==> src/rtl/uart_rx_fifo.sv <==
// First-word-fall-through FIFO between the UART receive assembler and the system controller.
// The head word is on rd_data with zero read latency; writes that arrive while full are dropped and flagged.
module uart_rx_fifo #(
  parameter int DATA_W    = 32,
  parameter int DEPTH     = 16,
  parameter int AFULL_LVL = 12
) (
  input  logic                     clk,
  input  logic                     rst,
  input  logic                     wr_en,
  input  logic [DATA_W-1:0]        wr_data,
  output logic                     full,
  output logic                     almost_full,
  input  logic                     rd_en,
  output logic [DATA_W-1:0]        rd_data,
  output logic                     empty,
  output logic [$clog2(DEPTH):0]   level,
  output logic                     overflow,
  output logic                     underflow,
  input  logic                     clr_err
);

  localparam int AW = $clog2(DEPTH);
  localparam int LW = AW + 1;

  logic [DATA_W-1:0] mem_q [DEPTH];

  logic [AW-1:0] wr_ptr_q, wr_ptr_d;
  logic [AW-1:0] rd_ptr_q, rd_ptr_d;
  logic [LW-1:0] level_q, level_d;
  logic          full_q, full_d;
  logic          empty_q, empty_d;
  logic          afull_q, afull_d;
  logic          overflow_q, overflow_d;
  logic          underflow_q, underflow_d;

  logic wr_acc;
  logic rd_acc;
  logic wr_drop;
  logic rd_bad;

  // A full FIFO still takes a write when the same cycle pops, so level stays at DEPTH.
  assign wr_acc  = wr_en && (!full_q || rd_en);
  assign wr_drop = wr_en && full_q && !rd_en;
  assign rd_acc  = rd_en && !empty_q;
  assign rd_bad  = rd_en && empty_q;

  always_comb begin
    wr_ptr_d = wr_ptr_q;
    rd_ptr_d = rd_ptr_q;
    level_d  = level_q;

    if (wr_acc) begin
      wr_ptr_d = wr_ptr_q + AW'(1);
    end
    if (rd_acc) begin
      rd_ptr_d = rd_ptr_q + AW'(1);
    end

    if (wr_acc && !rd_acc) begin
      level_d = level_q + LW'(1);
    end else if (rd_acc && !wr_acc) begin
      level_d = level_q - LW'(1);
    end

    full_d  = (level_d == LW'(DEPTH));
    empty_d = (level_d == '0);
    afull_d = (level_d >= LW'(AFULL_LVL));
  end

  // A new error event in the clearing cycle keeps its flag set.
  always_comb begin
    overflow_d  = overflow_q;
    underflow_d = underflow_q;
    if (clr_err) begin
      overflow_d  = 1'b0;
      underflow_d = 1'b0;
    end
    if (wr_drop) begin
      overflow_d = 1'b1;
    end
    if (rd_bad) begin
      underflow_d = 1'b1;
    end
  end

  always_ff @(posedge clk) begin
    if (rst) begin
      wr_ptr_q    <= '0;
      rd_ptr_q    <= '0;
      level_q     <= '0;
      full_q      <= 1'b0;
      empty_q     <= 1'b1;
      afull_q     <= 1'b0;
      overflow_q  <= 1'b0;
      underflow_q <= 1'b0;
    end else begin
      wr_ptr_q    <= wr_ptr_d;
      rd_ptr_q    <= rd_ptr_d;
      level_q     <= level_d;
      full_q      <= full_d;
      empty_q     <= empty_d;
      afull_q     <= afull_d;
      overflow_q  <= overflow_d;
      underflow_q <= underflow_d;
    end
  end

  always_ff @(posedge clk) begin
    if (!rst && wr_acc) begin
      mem_q[wr_ptr_q] <= wr_data;
    end
  end

  assign rd_data     = empty_q ? '0 : mem_q[rd_ptr_q];
  assign full        = full_q;
  assign empty       = empty_q;
  assign almost_full = afull_q;
  assign level       = level_q;
  assign overflow    = overflow_q;
  assign underflow   = underflow_q;

endmodule

==> config.mk <==
export PLATFORM = sky130hd
export DESIGN_NAME = uart_rx_fifo
export DESIGN_NICKNAME = d
export VERILOG_FILES = /design/src/rtl/uart_rx_fifo.sv
export SDC_FILE = /design/constraint.sdc
export NUM_CORES = 1
export LEC_CHECK = 0
export BUFFER_PORTS_ARGS = -buffer_cell sky130_fd_sc_hd__buf_2
export CAP_MARGIN = 20
export CORE_MARGIN = 1.5
export CORE_UTILIZATION = 45
export CTS_BUF_LIST = sky130_fd_sc_hd__clkbuf_4
export DETAILED_ROUTE_END_ITERATION = 10
export GPL_TIMING_DRIVEN = 0
export HOLD_SLACK_MARGIN = 0.02
export PLACE_DENSITY_LB_ADDON = 0.15
export SETUP_SLACK_MARGIN = 0.4
export SYNTH_ARGS = -nofsm -noshare
export SYNTH_HDL_FRONTEND = slang
export SYNTH_SLANG_ARGS = --single-unit
==> constraint.sdc <==
create_clock -name clk -period 4.84 [get_ports clk]
set_input_delay 0.242 -clock clk [delete_from_list [all_inputs] [get_ports clk]]
set_output_delay 0.242 -clock clk [all_outputs]
set_load 0.05 [all_outputs]
After elaboration in Yosys (flattened, before gate mapping). Memories as Yosys holds them, arrays and structs flattened. A register that Yosys moved wholly into a read port is not among the register bits. Cells that the tools add are included.

Bits in registers: 18. Memory bits (writable): 512. Input bits: 37. Output and inout port bits: 42. Logic and storage cells: 43. Memories: 1.

Memories: mem_q (depth 16, width 32, rd ports 1, clocked after Yosys merged registers in 1, write ports 1, line 26) `logic [DATA_W-1:0] mem_q [DEPTH];`.

Add/subtract/negate cells: 4. $lt $le $gt $ge: 1. Equal/unequal tests: 1. Multiplexer cells: 10. Reduce and logical (&&, ||, !) cells: 18.

Operators with widths (number): $mux 32 (1); $mux 5 (2); $add 4x1->4 const B (2); $logic_and 1x1->1 (8); $mux 4 (2); $logic_not 1->1 (6); $add 5x1->5 const B (1); $eq 5x5->1 const B (1); $ge 5x4->1 const B (1); $logic_not 5->1 (1); $mux 1 (5); $sub 5x1->5 const B (1); $reduce_bool 2->1 (2); $logic_or 1x1->1 (1).

Longest topological paths before layout. Gate-level depths: netlist (run 1).

Depth in word-level cells: 8. Depth in mapped cells: 7. Mapped depth without buffers: 7.

Least setup slack after synthesis (run 1). No wires, ideal clock.

Kind: reg-to-reg. From: register full_q, in the netlist full. To: memory mem_q[12][0], enable pin. Setup time: 0.392 ns. Arrival: 2.085 ns. Data required time: 4.448 ns. Setup slack: 2.363 ns. Cell stages (with the launch flop): 5. Buffers on the path: 0. Clock period less this slack: 2.477 ns. Path through: dfxtp_1 -> nand2b_1 -> nand2_1 -> nor4bb_1 -> and2_1.

Word-level cells in the longest chain between the ends: 6.

Ends and longest elaborated chain: from (decl) (line 31) `logic full_q, full_d;`; from (signal assigned) (line 101) `full_q <= full_d;`; $logic_not 1->1 (line 43) `assign wr_acc = wr_en && (!full_q || rd_en);`; $logic_or 1x1->1 (line 43); $logic_and 1x1->1 (line 43); $logic_and 1x1->1 (line 110) `if (!rst && wr_acc) begin`; $mux 1 (line 110); $mux 1 (implied by the code) (line 111) `mem_q[wr_ptr_q] <= wr_data;`; to (decl) (line 26).

No other way between the ends.

==> results of run 1 <==
power by group:
group          switching [uW]  internal [uW]  total [uW]  leakage, uW
Combinational             714            468        1180      0.00196
Sequential               25.3           5110        5140      0.00479
Clock                    1730           2070        3790      0.00106
per-layer routing:
metal	track usage, %	vias up	wire length [microns]
met5	0	-	0
met4	6.99	0	765
met3	4.70	68	2860
met2	31.7	336	22100
met1	29.6	5306	20600
li1	-	4343	-
layout make-up:
type / count / area, sq um / area share (%)
sequential: 534 / 15800 / 65.6
multi-input combinational: 286 / 4470 / 18.6
clock buffer: 216 / 1620 / 6.73
timing repair buffer: 133 / 1120 / 4.63
tap: 592 / 741 / 3.07
buffer: 44 / 195 / 0.810
clock inverter: 25 / 120 / 0.498
inverter: 6 / 22.5 / 0.0934
antenna: 1 / 2.50 / 0.0104
worst max-delay path, stage by stage (launching register included):
cell	delay, ns
dfxtp_1	0.35
clkbuf_1	0.55
clkbuf_1	0.79
mux4_2	0.44
mux4_2	0.45
nor2b_1	0.20
buf_2	0.28
flip-flops by register name, indices dropped and copies added, names as in the netlist, named ones only:
register,count
almost_full,1
underflow,1
level,5
mem_q,512
wr_ptr_q,4
full,1
overflow,1
rd_ptr_q,4
empty,1
worst paths after layout:
check,to,cells past startpoint,start
min,mem_q[15][4]$_DFFE_PP_,2,wr_data[4]
max,rd_data[27],6,flip-flop
min reg2reg,wr_ptr_q[1]$_SDFFE_PP0N_,2,wr_ptr_q[1]$_SDFFE_PP0N_
max reg2reg,mem_q[4][18]$_DFFE_PP_,5,full$_SDFF_PP0_
metrics by stage:
stage	instance area (sq um)	worst slack, ns
2_1_floorplan	20500	2.36
3_3_place_gp	21600	1.01
3_5_place_dp	22000	1.52
4_1_cts	24100	0.583
5_1_grt	24100	0.553
6_report	24100	0.721
placed cells by master (no fill, tap or decap), types with 3 or more instances in the layout:
| cell | count |
|---|---|
| buf_4 | 3 |
| dfxtp_1 | 22 |
| nor2b_1 | 36 |
| buf_12 | 14 |
| xor2_1 | 4 |
| clkbuf_4 | 216 |
| dlygate4sd3_1 | 39 |
| o21ai_0 | 4 |
| nand2b_1 | 3 |
| clkbuf_1 | 24 |
| inv_1 | 6 |
| nand3_1 | 4 |
| mux4_2 | 160 |
| buf_2 | 93 |
| xnor2_1 | 6 |
| and2_2 | 12 |
| nand2_1 | 4 |
| and3_2 | 4 |
| edfxtp_1 | 512 |
| clkinv_1 | 19 |
| a21oi_1 | 4 |
| ha_1 | 7 |
| inv_2 | 5 |
| nor2_1 | 13 |
kinds of logic after synthesis:
family | count (synthesis)
buf+inv | 50
compound gates | 13
xor+xnor | 10
flops | 534
mux | 163
simple gates | 93
fa+ha+maj | 7
==> qor.txt, run 1 <==
Status -> finished clean
Via count -> 10100
Synth area leaders -> edfxtp_1 75%, mux4_2 18%, dfxtp_1 2.2%
Max-cap violations -> 0
DRC viols -> 0
Post-Synthesis Net Count -> 914
Crit start category -> flip-flop
Count leader, synth -> edfxtp_1
Post-CTS Setup Bufs -> 0
Yosys warns -> 0
Starting density of the core -> 45.9%
Synth Area in Simple Gates -> 2.75%
CTS root buf -> clkbuf_4
RSZ-0062 raised after global routing -> no
Main combinational cell family by area after synthesis -> multiplexers
Syn Std Cell Area -> 20500 sq um
Post-Synthesis Cells -> 870
Reg-to-reg setup timing slack -> 2.25 ns
Iteration-0 DRC Markers -> 742
Post-cts hold buffer count -> 39
Port Buf Inserts -> 78
Overflow after GRT -> 0
Clock Latency Late Sink -> 0.82 ns
DR WL/cell -> 25.2 microns
Remaining antenna violation count -> 0
HP Class -> primary input to flip-flop
Post-DP HPWL -> 27.1 mm
Compound-cell area share of the yosys netlist -> 0.385%
GPL Wtd Cong -> 0.724
Sum Neg Setup Slack -> 0 ns
Fillcell total -> 3505
Clock transition at path regs -> 0.07 ns
Post-synth EDFFs -> 512
CP max FO -> 10
Nets -> 1189
Netlist cell types -> 39
Antenna violations before repair -> 1
Max-slew violation count -> 0
Non-filler cells in the finished layout -> 1837
Commonest cells post-synth -> 512 x edfxtp_1, 160 x mux4_2, 36 x nor2b_1
Largest net degree at the start of global routing -> 23
Max Root-Sink Buffers -> 3
Die Wd -> 216 microns
Ports -> 79
Clock sinks -> 534
Row count -> 77
Total power -> 10100 uW
Post-DR vias/cell -> 5.47
GRT Total Usage -> 20.7%
Final Skew -> 0.0270 ns
Slew margin rel. -> 33.4%
First-pass iteration count of the detailed router -> 5
Post-synth ARST share -> 0%
Synth area leader -> edfxtp_1
Die Span Y -> 216 microns
Setup violations, final -> 0
Die area -> 46800 sq um
Final Util -> 54.0%
PD cells -> 419 nW/um^2
Adder-cell share of the synthesized area -> 0.428%
CTS tree -> yes
Cells resized by post-CTS repair -> 0
WP data required -> 4.60 ns
Cells after DPL -> 1556
Post-synthesis sequential element count -> 534
Area grow syn2layout -> 17.7%
Fin Hold WS -> 0.347 ns
Fin crit share -> 85.1%
Core Region -> 44600 sq um
CTS buffer count -> 140
CP arrival -> 3.88 ns
XOR/XNOR share of the synthesized area -> 0.428%
Total wire length -> 46.4 mm
Worst VDD drop -> 272 uV
Ys flop type -> edfxtp_1
Crit end category -> output pin
Number of global-route vias before repair -> 10700
Critical path class -> flip-flop to output pin
Leak Pwr -> 0.00781 uW
FMAX -> 243 MHz
Multiplexer share of the synthesized area -> 17.7%
Layout cell share with drive strength beyond 1 -> 41.2%
Least-Margin Pin Slew -> 0.999 ns
Top cell type's share of synthesized area -> 75.1%
Final hold vios -> 0
Max H-tree Level -> 4
Global-route wire length before repair -> 68.8 mm
Tmin final -> 4.12 ns
Syn Area/Cell -> 23.5 sq um
Seq/Total Area, Yosys -> 77.2%
No activity file was read; power rests on OpenSTA's default activity.
==> run 2, diff against run 1 <==
--- a/config.mk
+++ b/config.mk
@@ -12,9 +12,9 @@
 export CTS_BUF_LIST = sky130_fd_sc_hd__clkbuf_4
 export DETAILED_ROUTE_END_ITERATION = 10
 export GPL_TIMING_DRIVEN = 0
-export HOLD_SLACK_MARGIN = 0.02
-export PLACE_DENSITY_LB_ADDON = 0.15
+export PLACE_DENSITY = 0.62
 export SETUP_SLACK_MARGIN = 0.4
+export SKIP_LAST_GASP = 1
 export SYNTH_ARGS = -nofsm -noshare
 export SYNTH_HDL_FRONTEND = slang
 export SYNTH_SLANG_ARGS = --single-unit
==> qor.txt, run 2 (synthesis gave the netlist of run 1 again) <==
Status -> finished clean
Area grow syn2layout -> 17.9%
DR WL/cell -> 24.5 microns
Clock share of power -> 38.7%
Critical path class -> flip-flop to output pin
Int Power -> 7810 uW
Post-DR vias/cell -> 5.44
Cells resized by post-CTS repair -> 0
Port Buf Inserts -> 78
Least-Margin Pin Slew -> 1.06 ns
RSZ-0062 raised after global routing -> no
Leading cell type in the layout, fill and taps excluded -> edfxtp_1
Reg with most FFs -> mem_q
Combinational power share -> 11.4%
Final hold vios -> 0
Fin crit share -> 84.1%
Ports -> 79
Fin Hold WS -> 0.0880 ns
Die Wd -> 216 microns
CTS tree -> yes
Leak Pwr -> 0.00781 uW
Non-filler cells in the finished layout -> 1826
R2R cell count -> 5
Worst Hold End -> level[1]$_SDFF_PP0_
Sum Neg Setup Slack -> 0 ns
DRC viols -> 0
Reg power frac -> 49.9%
CP max FO -> 10
Highest metal used -> met4
Iteration-0 DRC Markers -> 713
Crit end category -> output pin
Via count -> 9939
Max-slew violation count -> 0
Post-DP HPWL -> 26.7 mm
Die Span Y -> 216 microns
PD cells -> 426 nW/um^2
CTS buffer count -> 138
Clock transition at path regs -> 0.06 ns
Setup violations, final -> 0
Met3 WL -> 2.56 mm
WP data required -> 4.60 ns
Antenna violations before repair -> 2
CTS root buf -> clkbuf_4
CP arrival -> 3.83 ns
Max reg flops -> 512
Overflow after GRT -> 0
Remaining antenna violation count -> 0
HP Class -> primary input to flip-flop
Largest net degree at the start of global routing -> 25
Hold Crit Start -> rd_en
Max Root-Sink Buffers -> 3
Total power -> 10300 uW
Nets -> 1185
First-pass iteration count of the detailed router -> 5
Die area -> 46800 sq um
Layout cell share with drive strength beyond 1 -> 41.4%
Post-CTS Setup Bufs -> 0
Cells after DPL -> 1556
Final worst setup slack -> 0.772 ns
Row count -> 77
Clock sinks -> 534
Core Region -> 44600 sq um
FMAX -> 246 MHz
Clock Latency Late Sink -> 0.83 ns
GPL Wtd Cong -> 0.710
Setup WS pre-CTS -> 1.64 ns
Total wire length -> 44.8 mm
Met2 wire length -> 22.6 mm
Max-cap violations -> 0
Net Sw Frac -> 24.1%
Crit start category -> flip-flop
NetSw -> 2480 uW
Reg-to-reg setup timing slack -> 2.27 ns
Worst VDD drop -> 187 uV
Reg-to-Reg End -> mem_q[7][25]$_DFFE_PP_
Met1 Wirelength -> 18.9 mm
GRT Total Usage -> 19.9%
Starting density of the core -> 45.9%
Final Skew -> 0.0373 ns
Tmin final -> 4.07 ns
Commonest cells after routing, fill and taps aside -> 512 x edfxtp_1, 204 x clkbuf_4, 160 x mux4_2
Max H-tree Level -> 4
Slew margin rel. -> 29.6%
Hold path cells -> 4
Global-route wire length before repair -> 66.7 mm
Number of global-route vias before repair -> 10700
Beginning of the worst register-to-register path -> full$_SDFF_PP0_
## run 2: cell count changes in the layout (fill, tap and decap cells not counted), sizes merged
cell,delta
dlygate4sd3,-2
clkbuf,-12
inv,-2
clkinvlp,+3
diode,+1
clkinv,-4
bufinv,+5
## run 2: power by group through the flow
stage / registers [uW] / clock network, uW / logic [uW]
after global routing: 5140 / 4320 / 1260
final: 5130 / 3980 / 1170
after detailed placement: 5230 / 0 / 1180
after CTS: 5140 / 4080 / 1200
after floorplan: 5270 / 0 / 796
after global placement: 5230 / 0 / 1160
## run 2: metal layers
metal / GRT usage (%) / up-vias
met1: 26.8 / 5261
met3: 4.38 / 55
met4: 6.88 / 0
li1: - / 4308
met5: 0 / -
met2: 32.4 / 315
## run 2: timing repair
action / in CTS / in global routing
hold endpoints to repair: 520 / 0
endpoints found under the setup margin: 0 / 0
hold buffers: 37 / 0
## run 2: worst max-delay path by stage
| stage | start | end | slack, ns | cells past startpoint |
|---|---|---|---|---|
| 6_report | flip-flop | rd_data[11] | 0.77 | 6 |
| 5_1_grt | flip-flop | rd_data[11] | 0.62 | 6 |
| 4_1_cts | flip-flop | rd_data[11] | 0.71 | 6 |
| 3_5_place_dp | flip-flop | rd_data[11] | 1.64 | 6 |
| 3_3_place_gp | rd_en | mem_q[15][16]$_DFFE_PP_ | 1.02 | 6 |
| 2_1_floorplan | full$_SDFF_PP0_ | mem_q[12][0]$_DFFE_PP_ | 2.36 | 4 |
## run 2: cell type report
class | count | area (sq um)
flip-flops and latches | 534 | 15800
fillers | 3445 | 20500
multi-input cells | 286 | 4470
well taps | 592 | 741
clock inverters | 27 | 274
plain buffers | 44 | 195
inverters | 6 | 22.5
repair buffers | 131 | 1090
clock buffers | 204 | 1530
diodes | 2 | 5.00
## run 2: stage by stage
stage	utilization (%)	area (sq um)
4_1_cts	54.1	24100
3_3_place_gp	48.5	21600
3_5_place_dp	49.2	22000
2_1_floorplan	-	20500
5_1_grt	54.1	24100
6_report	54.1	24100
## run 2: critical path, cell delays in order, from the launching register on
cell      delay [ns]
dfxtp_1         0.37
clkbuf_1        0.45
clkbuf_1        0.84
mux4_2          0.43
mux4_2          0.52
nor2b_1         0.15
buf_2           0.24
==> run 3, diff against run 2 <==
--- a/config.mk
+++ b/config.mk
@@ -5,6 +5,7 @@
 export SDC_FILE = /design/constraint.sdc
 export NUM_CORES = 1
 export LEC_CHECK = 0
+export ABC_AREA = 1
 export BUFFER_PORTS_ARGS = -buffer_cell sky130_fd_sc_hd__buf_2
 export CAP_MARGIN = 20
 export CORE_MARGIN = 1.5
==> constraint.sdc (replaced) <==
create_clock -name clk -period 4 [get_ports clk]
set_input_delay 0.2 -clock clk [delete_from_list [all_inputs] [get_ports clk]]
set_output_delay 0.2 -clock clk [all_outputs]
set_load 0.05 [all_outputs]
==> qor.txt, run 3 <==
First-pass iteration count of the detailed router -> 5
Post-synthesis sequential element count -> 534
Syn Std Cell Area -> 21200 sq um
Post-Synthesis Cells -> 1654
Die Span Y -> 220 microns
Max-slew violation count -> 0
Nets -> 1986
Core Region -> 46600 sq um
Fin Hold WS -> 0.154 ns
Max reg flops -> 512
Port Buf Inserts -> 77
Commonest cells post-synth -> 512 x edfxtp_1, 409 x nor2_1, 218 x o21ai_0
DR WL/cell -> 24.1 microns
Clock sinks -> 534
CTS tree -> yes
Synth area leader -> edfxtp_1
Total wire length -> 63.3 mm
Via count -> 15000
CTS buffer count -> 140
Crit start category -> flip-flop
Post-Synthesis Net Count -> 1698
Max Root-Sink Buffers -> 3
DRC viols -> 0
Area grow syn2layout -> 18.1%
Seq/Total Area, Yosys -> 74.6%
Final instance area -> 25000 sq um
Netlist cell types -> 24
Ports -> 79
Critical path class -> flip-flop to output pin
Yosys warns -> 0
Syn Area/Cell -> 12.8 sq um
GPL Wtd Cong -> 0.827
Post-Place Cell Area -> 22900 sq um
Antenna violations before repair -> 1
Fin crit share -> 88.1%
Starting density of the core -> 45.5%
Tmin final -> 3.52 ns
RSZ-0062 raised after global routing -> yes
CP max stage cell -> clkdlybuf4s15_1
CP top delay family -> buffers and inverters
Largest net degree at the start of global routing -> 24
Worst VDD drop -> 266 uV
Slowest stage delay, CP -> 0.83 ns
Leading cell type in the layout, fill and taps excluded -> edfxtp_1
PD cells -> 485 nW/um^2
Layout cell share with drive strength beyond 1 -> 19.8%
Crit end category -> output pin
Setup violations, final -> 0
Commonest cells after routing, fill and taps aside -> 512 x edfxtp_1, 397 x nor2_1, 218 x o21ai_0
Remaining antenna violation count -> 0
Final hold vios -> 0
Reg with most FFs -> mem_q
CP max FO -> 10
Row count -> 79
Clock Latency Late Sink -> 0.96 ns
Iteration-0 DRC Markers -> 1734
Leak Pwr -> 0.00856 uW
Post-DP HPWL -> 40.1 mm
Post-synth ARST share -> 0%
Overflow after GRT -> 0
FMAX -> 284 MHz
CP bufs+invs -> 4
Max-cap violations -> 0
Global-route wire length before repair -> 92.7 mm
CP arrival -> 3.32 ns
Slew margin rel. -> 18.9%
HP Class -> primary input to flip-flop
Final Skew -> 0.0445 ns
Post-synth EDFFs -> 512
Die Wd -> 220 microns
Count leader, synth -> edfxtp_1
GRT Total Usage -> 27.1%
Clock transition at path regs -> 0.06 ns
CTS root buf -> clkbuf_4
Least-Margin Pin Slew -> 1.22 ns
Post-DR vias/cell -> 5.69
Synth area leaders -> edfxtp_1 73%, nor2_1 7.2%, o21ai_0 5.1%
Number of global-route vias before repair -> 14700
Top cell type's share of synthesized area -> 72.6%
WP data required -> 3.80 ns
Sequence of cells on the critical path -> clkbuf_1 > inv_1 > clkdlybuf4s15_1 > nand3_1 > a21oi_1 > buf_2
Status -> finished clean
Die area -> 48400 sq um
Ys flop type -> edfxtp_1
Max H-tree Level -> 4
-- run 3: cell count changes after synthesis, moves of 35 or more --
cell and delta:
o21ai_0 +214, o211ai_1 +127, o21ai_1 +42, nand3_1 +74, mux4_2 -160, nand2_1 +35, clkbuf_1 +37, a21oi_1 +38
nor2b_1 -36, nor2_1 +396
-- run 3: per-stage QoR --
stage	power, uW	setup WS [ns]	instances	TNS [ns]	util [%]
floorplan	7080	0.378	1654	0	-
global placement	7540	-3.00	2338	-560.30	48.0
detailed placement	7570	1.09	2366	0	49.1
CTS	12200	0.351	2627	0	53.7
global route	12600	0.375	2628	0	53.8
finish	12100	0.477	2629	0	53.8
-- run 3: power by group --
group,switching [uW],internal (uW)
clock,2140,2500
sequential,24.8,6180
combinational,963,330
-- run 3: repair_timing --
action | in CTS | in global routing
hold endpoints to repair | 534 | 0
pin swaps | 0 | 0
hold buffers | 41 | 0
endpoints found under the setup margin | 28 | 28
setup buffers | 0 | 0
resized for setup | 18 | 25
-- run 3: final timing paths --
check                                              start                  endpoint  slack (ns)  cells past startpoint
worst max-delay path                           flip-flop               rd_data[29]        0.48                      6
worst min-delay path                          wr_data[4]     mem_q[7][4]$_DFFE_PP_        0.15                      2
worst max register to register           full$_SDFF_PP0_   mem_q[15][12]$_DFFE_PP_        1.46                      6
worst min register to register  rd_ptr_q[1]$_SDFFE_PP0N_  rd_ptr_q[1]$_SDFFE_PP0N_        0.50                      2
-- run 3: cells by family (layout without fill, tap and decap cells) --
group           count (synthesis)  count (layout)  share of synthesized area [%]
simple gates                  540             540                           10.1
flops                         534             534                           74.6
compound gates                430             430                           11.7
buf+inv                       139             505                           2.98
fa+ha+maj                       7               7                          0.413
xor+xnor                        4               4                          0.165
other cells                     0               2                              0
-- run 3: area by class of cell --
type,count,area [sq um]
Tap cell,607,759
Timing Repair Buffer,146,1230
Antenna cell,2,5.00
Sequential cell,534,15800
Inverter,29,109
Fill cell,3962,21500
Buffer,110,571
Clock inverter,22,198
Multi-Input combinational cell,981,4860
Clock buffer,198,1490
-- run 3: worst reg2reg max path, delay by kind of cell, from the launching register on --
kind | cells | cell delay, ns
buffers and inverters | 2 | 0.41
DFF | 1 | 0.32
and+or+nand+nor | 4 | 1.50
-- run 3: per-layer routing --
| metal | up-vias | global-route usage, % | routed length (microns) |
|---|---|---|---|
| li1 | 6742 | - | - |
| met1 | 7328 | 34.9 | 25400 |
| met2 | 749 | 42.8 | 29800 |
| met3 | 134 | 7.41 | 5890 |
| met4 | 0 | 12.1 | 2250 |
| met5 | - | 0 | 0 |
